===== config.mk =====
export PLATFORM = sky130hd
export DESIGN_NAME = param_multicycle_cpu
export DESIGN_NICKNAME = d
export VERILOG_FILES = /design/src/rtl/cpu_pkg.sv /design/src/rtl/cpu_alu_n.sv /design/src/rtl/param_multicycle_cpu.sv
export SDC_FILE = /design/constraint.sdc
export NUM_CORES = 1
export LEC_CHECK = 0
export CAP_MARGIN = 5
export CORE_ASPECT_RATIO = 1.5
export CORE_MARGIN = 5
export CORE_UTILIZATION = 30
export CTS_BUF_LIST = sky130_fd_sc_hd__clkbuf_4 sky130_fd_sc_hd__clkbuf_8
export DETAILED_ROUTE_END_ITERATION = 10
export PLACE_DENSITY = 0.52
export SYNTH_ARGS = -nofsm -noshare
export SYNTH_HDL_FRONTEND = slang
export SYNTH_SLANG_ARGS = --single-unit

===== constraint.sdc =====
create_clock -name clk -period 4 [get_ports clk]
set_input_delay 0.8 -clock clk [delete_from_list [all_inputs] [get_ports clk]]
set_output_delay 0.8 -clock clk [all_outputs]
set_load 0.005 [all_outputs]

===== src/rtl/cpu_pkg.sv =====
// Shared definitions for the parametrised multi-cycle CPU:
// opcodes, FSM state encoding and instruction field slicers.
package cpu_pkg;

  localparam logic [3:0] OP_ADD  = 4'd0;
  localparam logic [3:0] OP_SUB  = 4'd1;
  localparam logic [3:0] OP_AND  = 4'd2;
  localparam logic [3:0] OP_OR   = 4'd3;
  localparam logic [3:0] OP_XOR  = 4'd4;
  localparam logic [3:0] OP_LI   = 4'd5;
  localparam logic [3:0] OP_BEQZ = 4'd6;
  localparam logic [3:0] OP_HALT = 4'd7;

  typedef enum logic [1:0] {
    S_IDLE,
    S_FETCH,
    S_EXEC,
    S_HALTED
  } state_t;

  // Slicers take the instruction zero-extended to MAX_IW bits;
  // the caller narrows the result to the real field width.
  localparam int MAX_IW = 64;

  function automatic logic [3:0] f_op(
    input logic [MAX_IW-1:0] ir,
    input int                ra_w,
    input int                data_w
  );
    return 4'(ir >> (2*ra_w + data_w));
  endfunction

  function automatic logic [MAX_IW-1:0] f_rd(
    input logic [MAX_IW-1:0] ir,
    input int                ra_w,
    input int                data_w
  );
    return (ir >> (ra_w + data_w)) &
           ((64'(1) << ra_w) - 64'(1));
  endfunction

  function automatic logic [MAX_IW-1:0] f_rs(
    input logic [MAX_IW-1:0] ir,
    input int                ra_w,
    input int                data_w
  );
    return (ir >> data_w) &
           ((64'(1) << ra_w) - 64'(1));
  endfunction

  function automatic logic [MAX_IW-1:0] f_imm(
    input logic [MAX_IW-1:0] ir,
    input int                data_w
  );
    return ir & ((64'(1) << data_w) - 64'(1));
  endfunction

endpackage


===== src/rtl/cpu_alu_n.sv =====
// Combinational ALU for the multi-cycle CPU.
// Ports: op[2:0], operands a/b, immediate imm -> y (mod 2^DATA_W).
module cpu_alu_n
  import cpu_pkg::*;
#(
  parameter int DATA_W = 8
) (
  input  logic [2:0]        op,
  input  logic [DATA_W-1:0] a,
  input  logic [DATA_W-1:0] b,
  input  logic [DATA_W-1:0] imm,
  output logic [DATA_W-1:0] y
);

  always_comb begin
    y = '0;
    case (op)
      OP_ADD[2:0]: y = a + b;
      OP_SUB[2:0]: y = a - b;
      OP_AND[2:0]: y = a & b;
      OP_OR[2:0]:  y = a | b;
      OP_XOR[2:0]: y = a ^ b;
      OP_LI[2:0]:  y = imm;
      default:     y = '0;
    endcase
  end

endmodule


===== src/rtl/param_multicycle_cpu.sv =====
// Parametrised two-state (FETCH/EXEC) CPU with writable program memory.
// Ports: clk/reset, start, prog_we/addr/data, dbg read, result/status.
module param_multicycle_cpu
  import cpu_pkg::*;
#(
  parameter  int DATA_W     = 8,
  parameter  int NUM_REGS   = 4,
  parameter  int IMEM_DEPTH = 16,
  localparam int RA_W       = $clog2(NUM_REGS),
  localparam int PC_W       = $clog2(IMEM_DEPTH),
  localparam int INSTR_W    = 4 + 2*RA_W + DATA_W
) (
  input  logic               clk,
  input  logic               reset,
  input  logic               start,
  input  logic               prog_we,
  input  logic [PC_W-1:0]    prog_addr,
  input  logic [INSTR_W-1:0] prog_data,
  input  logic [RA_W-1:0]    dbg_raddr,
  output logic [DATA_W-1:0]  dbg_rdata,
  output logic [DATA_W-1:0]  result,
  output logic               result_valid,
  output logic               zero,
  output logic               busy,
  output logic               halted,
  output logic [PC_W-1:0]    pc_out
);

  state_t              state_q, state_d;
  logic [PC_W-1:0]     pc_q;
  logic [INSTR_W-1:0]  ir_q;
  logic [DATA_W-1:0]   regs_q [NUM_REGS];
  logic [INSTR_W-1:0]  imem   [IMEM_DEPTH];

  logic [3:0]          op;
  logic [RA_W-1:0]     rd, rs;
  logic [DATA_W-1:0]   imm, opa, opb, alu_y;
  logic                wr_en, taken, load_ok;

  assign op  = f_op(64'(ir_q), RA_W, DATA_W);
  assign rd  = RA_W'(f_rd(64'(ir_q), RA_W, DATA_W));
  assign rs  = RA_W'(f_rs(64'(ir_q), RA_W, DATA_W));
  assign imm = DATA_W'(f_imm(64'(ir_q), DATA_W));
  assign opa = regs_q[rd];
  assign opb = regs_q[rs];

  assign wr_en = (state_q == S_EXEC) && (op <= OP_LI);
  assign taken = (op == OP_BEQZ) && (opa == '0);

  assign load_ok = (state_q == S_IDLE) ||
                   (state_q == S_HALTED);

  cpu_alu_n #(.DATA_W(DATA_W)) u_alu (
    .op  (op[2:0]),
    .a   (opa),
    .b   (opb),
    .imm (imm),
    .y   (alu_y)
  );

  always_comb begin
    state_d = state_q;
    unique case (state_q)
      S_IDLE:   if (start) state_d = S_FETCH;
      S_FETCH:  state_d = S_EXEC;
      S_EXEC:   state_d = (op == OP_HALT) ? S_HALTED : S_FETCH;
      S_HALTED: if (start) state_d = S_FETCH;
      default:  state_d = S_IDLE;
    endcase
  end

  always_ff @(posedge clk) begin
    if (reset) state_q <= S_IDLE;
    else       state_q <= state_d;
  end

  // No reset: the loaded program must survive a CPU reset.
  always_ff @(posedge clk) begin
    if (prog_we && load_ok) imem[prog_addr] <= prog_data;
  end

  always_ff @(posedge clk) begin
    if (reset) begin
      pc_q         <= '0;
      ir_q         <= '0;
      result       <= '0;
      result_valid <= 1'b0;
      zero         <= 1'b1;
      for (int i = 0; i < NUM_REGS; i++) regs_q[i] <= '0;
    end else begin
      result_valid <= 1'b0;
      unique case (state_q)
        S_IDLE, S_HALTED: if (start) pc_q <= '0;
        S_FETCH: ir_q <= imem[pc_q];
        S_EXEC: begin
          if (wr_en) begin
            regs_q[rd]   <= alu_y;
            result       <= alu_y;
            zero         <= (alu_y == '0);
            result_valid <= 1'b1;
          end
          // HALT and NOP also advance, so pc_out points past HALT.
          pc_q <= taken ? imm[PC_W-1:0] : pc_q + PC_W'(1);
        end
        default: ;
      endcase
    end
  end

  assign dbg_rdata = regs_q[dbg_raddr];
  assign busy      = (state_q == S_FETCH) || (state_q == S_EXEC);
  assign halted    = (state_q == S_HALTED);
  assign pc_out    = pc_q;

endmodule


==> metrics.txt <==
GPL Wtd Cong 0.804; CTS tree done; Remaining Overflow, GRT 0; Initial Utilization 30.4%; Routed Antenna Nets 0; Final setup viols 0; syn_nets 813; vias in the first global route 7782; top-area cell type share of the netlist area 63.2%; postcts setup bufs 0; most common cell after layout, fill and taps aside edfxtp_1; Pleak 5.26 nW; Crit. End Element register; I/O pin cnt 50; minimum clock period 3670 ps; DP Wirelength 22.3 mm; worst path arrival time 3960 ps; top cells by area, synth edfxtp_1 63%, mux4_2 17%, dfxtp_1 4.7%, ha_1 2.6%, nor2_1 2.3%; IO Port Bufs 49; Yosys reg bits 320; initial detailed-routing violation count 465; startpoint types register; dominant cell type by area after synthesis edfxtp_1; post-route clock period utilization 91.8%; CP required 4290 ps; DR vias/cell 4.90; Clock Latency Late Sink 560 ps; clk sink count 320; skew final 13.4 ps; Final WS setup 326 ps; met2 WL post-DR 18.4 mm; die height 272 µm; Syn-to-layout area delta 18.3%; CTS H-tree depth 2; met3 WL post-DR 1.15 mm; Hold Fails Final Rpt 0; asr flop ratio synth 0%; max-slew violation count 0; first-pass GRT wire length 49.9 mm; Cells after Synth 758; worst vdd ir 0.247 mV; drt drc 0; max_cap viols 0; Primary FF master, synth edfxtp_1; Post-synth EDFFs 288; post-cts resize count 0; DRT Pass-1 Iters 5; Cell variety after synth 52; clock root cell clkbuf_8; CTS Buffer Depth 3; Layout Nets 917; commonest non-fill, non-tap cells in the layout 288 x edfxtp_1, 104 x mux4_2, 70 x nor2_1; measured slew at the worst slew-check pin 1090 ps; DIE AREA 0.0501 mm²; total power 0.00948 W; share of layout cells above drive strength 1 28.2%; Site Rows 95; wl on met1 13.0 mm; Fin Hold WS 500 ps; Fmax 272 MHz; uppermost layer routed met4; initial antenna violation count 1; mean post-synth cell area 18.0 µm²; vias 7235; cts-stage hold buffer count 0; clock-pin slew on the worst setup and hold paths 70 ps; pin count of the biggest net entering global routing 69; Die X 184 µm; drt wl/cell 22.6 µm; critical path peak fanout 6; status finished clean; Seq/Total Area, Yosys 67.9%; All-Layer GR Usage 13.4%; final WL 33.3 mm; Ys Warns 0; RSZ-0062 raised after global routing false; power per cell area 586 mW/mm²; CTS Buf Count 50; Mapped Area 0.0137 mm²; setup TNS 0 ps; Placement Setup Slack 357 ps; crit path kind register to register; worst hold path class register to register; normalized max-slew margin 27.5%; core region area 0.0449 mm²
power by group:
group,internal (W),leakage (nW),switching [W]
combinational,0.00119,1.83,0.00148
sequential,0.00384,2.90,0.000164
clock,0.00158,0.530,0.00122
state kept, by name, indices dropped and copies added, names as in the netlist:
signal	cells
imem	256
ir_q	16
pc_out	4
regs_q	32
result	8
result_valid	1
state_q	2
zero	1
metrics by stage:
| step | util (%) | cell area [µm²] | cells |
|---|---|---|---|
| after global routing | 36.0 | 16200 | 1477 |
| final | 36.0 | 16200 | 1477 |
| after CTS | 36.0 | 16200 | 1476 |
| after global placement | 33.8 | 15200 | 1392 |
| after floorplan | - | 13700 | 758 |
| after detailed placement | 33.8 | 15200 | 1392 |
per-layer routing:
metal,global-route usage [%],vias up
met5,0,-
met4,4.19,0
met3,2.13,41
met2,24.8,152
met1,15.6,3804
li1,-,3238
cells by family (layout without fill, tap and decap cells):
logic type | count (synthesis) | after routing | share of synthesized area, %
AOI/OAI and AO/OA | 61 | 61 | 2.95
other | 0 | 1 | 0
DFF | 320 | 320 | 67.9
adders and majority gates | 29 | 29 | 2.71
and+or+nand+nor | 142 | 142 | 4.77
xor gates and xnor gates | 12 | 12 | 0.869
muxes | 128 | 128 | 18.9
buffers and inverters | 66 | 202 | 1.93
critical path, stage by stage, from the launching register on:
cell,delay [ps]
dfxtp_1,460
mux4_2,640
inv_1,120
ha_1,230
mux2i_1,240
ha_1,270
nor2b_1,140
o2111ai_1,240
a21oi_1,110
a211oi_1,270
xnor3_1,280
a21oi_2,320
nor2_1,80
Yosys cell counts (2+ instances only):
library cell and number:
a211oi_1 12, inv_1 24, nor2b_1 4, o22ai_1 3
a21oi_1 16, dfxtp_1 32, ha_1 28, mux2i_1 24
edfxtp_1 288, a221oi_1 2, clkbuf_1 27, o2bb2ai_1 2
nand2_1 18, nor3_1 5, and3_1 3, o21ai_0 11
nor4_1 2, mux4_2 104, nand3_1 3, nand2b_1 12
or3_1 2, nand3b_1 2, buf_2 7, a22oi_1 2
nor2_1 82, xnor2_1 8, a21o_1 2, xor2_1 3
buf_1 7
path summary, 6_finish.rpt:
kind,start,end,slack (ps),cells after the start
setup reg to reg,ir_q[8]$_SDFFE_PP0N_,regs_q[1][7]$_SDFFCE_PN0P_,330,12
setup / recovery,ir_q[8]$_SDFFE_PP0N_,regs_q[1][7]$_SDFFCE_PN0P_,330,12
hold reg to reg,result[1]$_SDFFE_PP0P_,result[1]$_SDFFE_PP0P_,500,2
hold / removal,result[1]$_SDFFE_PP0P_,result[1]$_SDFFE_PP0P_,500,2
final cells by class:
type                            count  area (µm²)
Clock inverter                     14         144
Tap cell                          582         728
Inverter                           24        90.1
Multi-Input combinational cell    372        4180
Sequential cell                   320        9290
Fill cell                        4249       28800
Clock buffer                       70         863
Timing Repair Buffer               94         878
Antenna cell                        1        2.50
(Power assumes the default switching activity.)
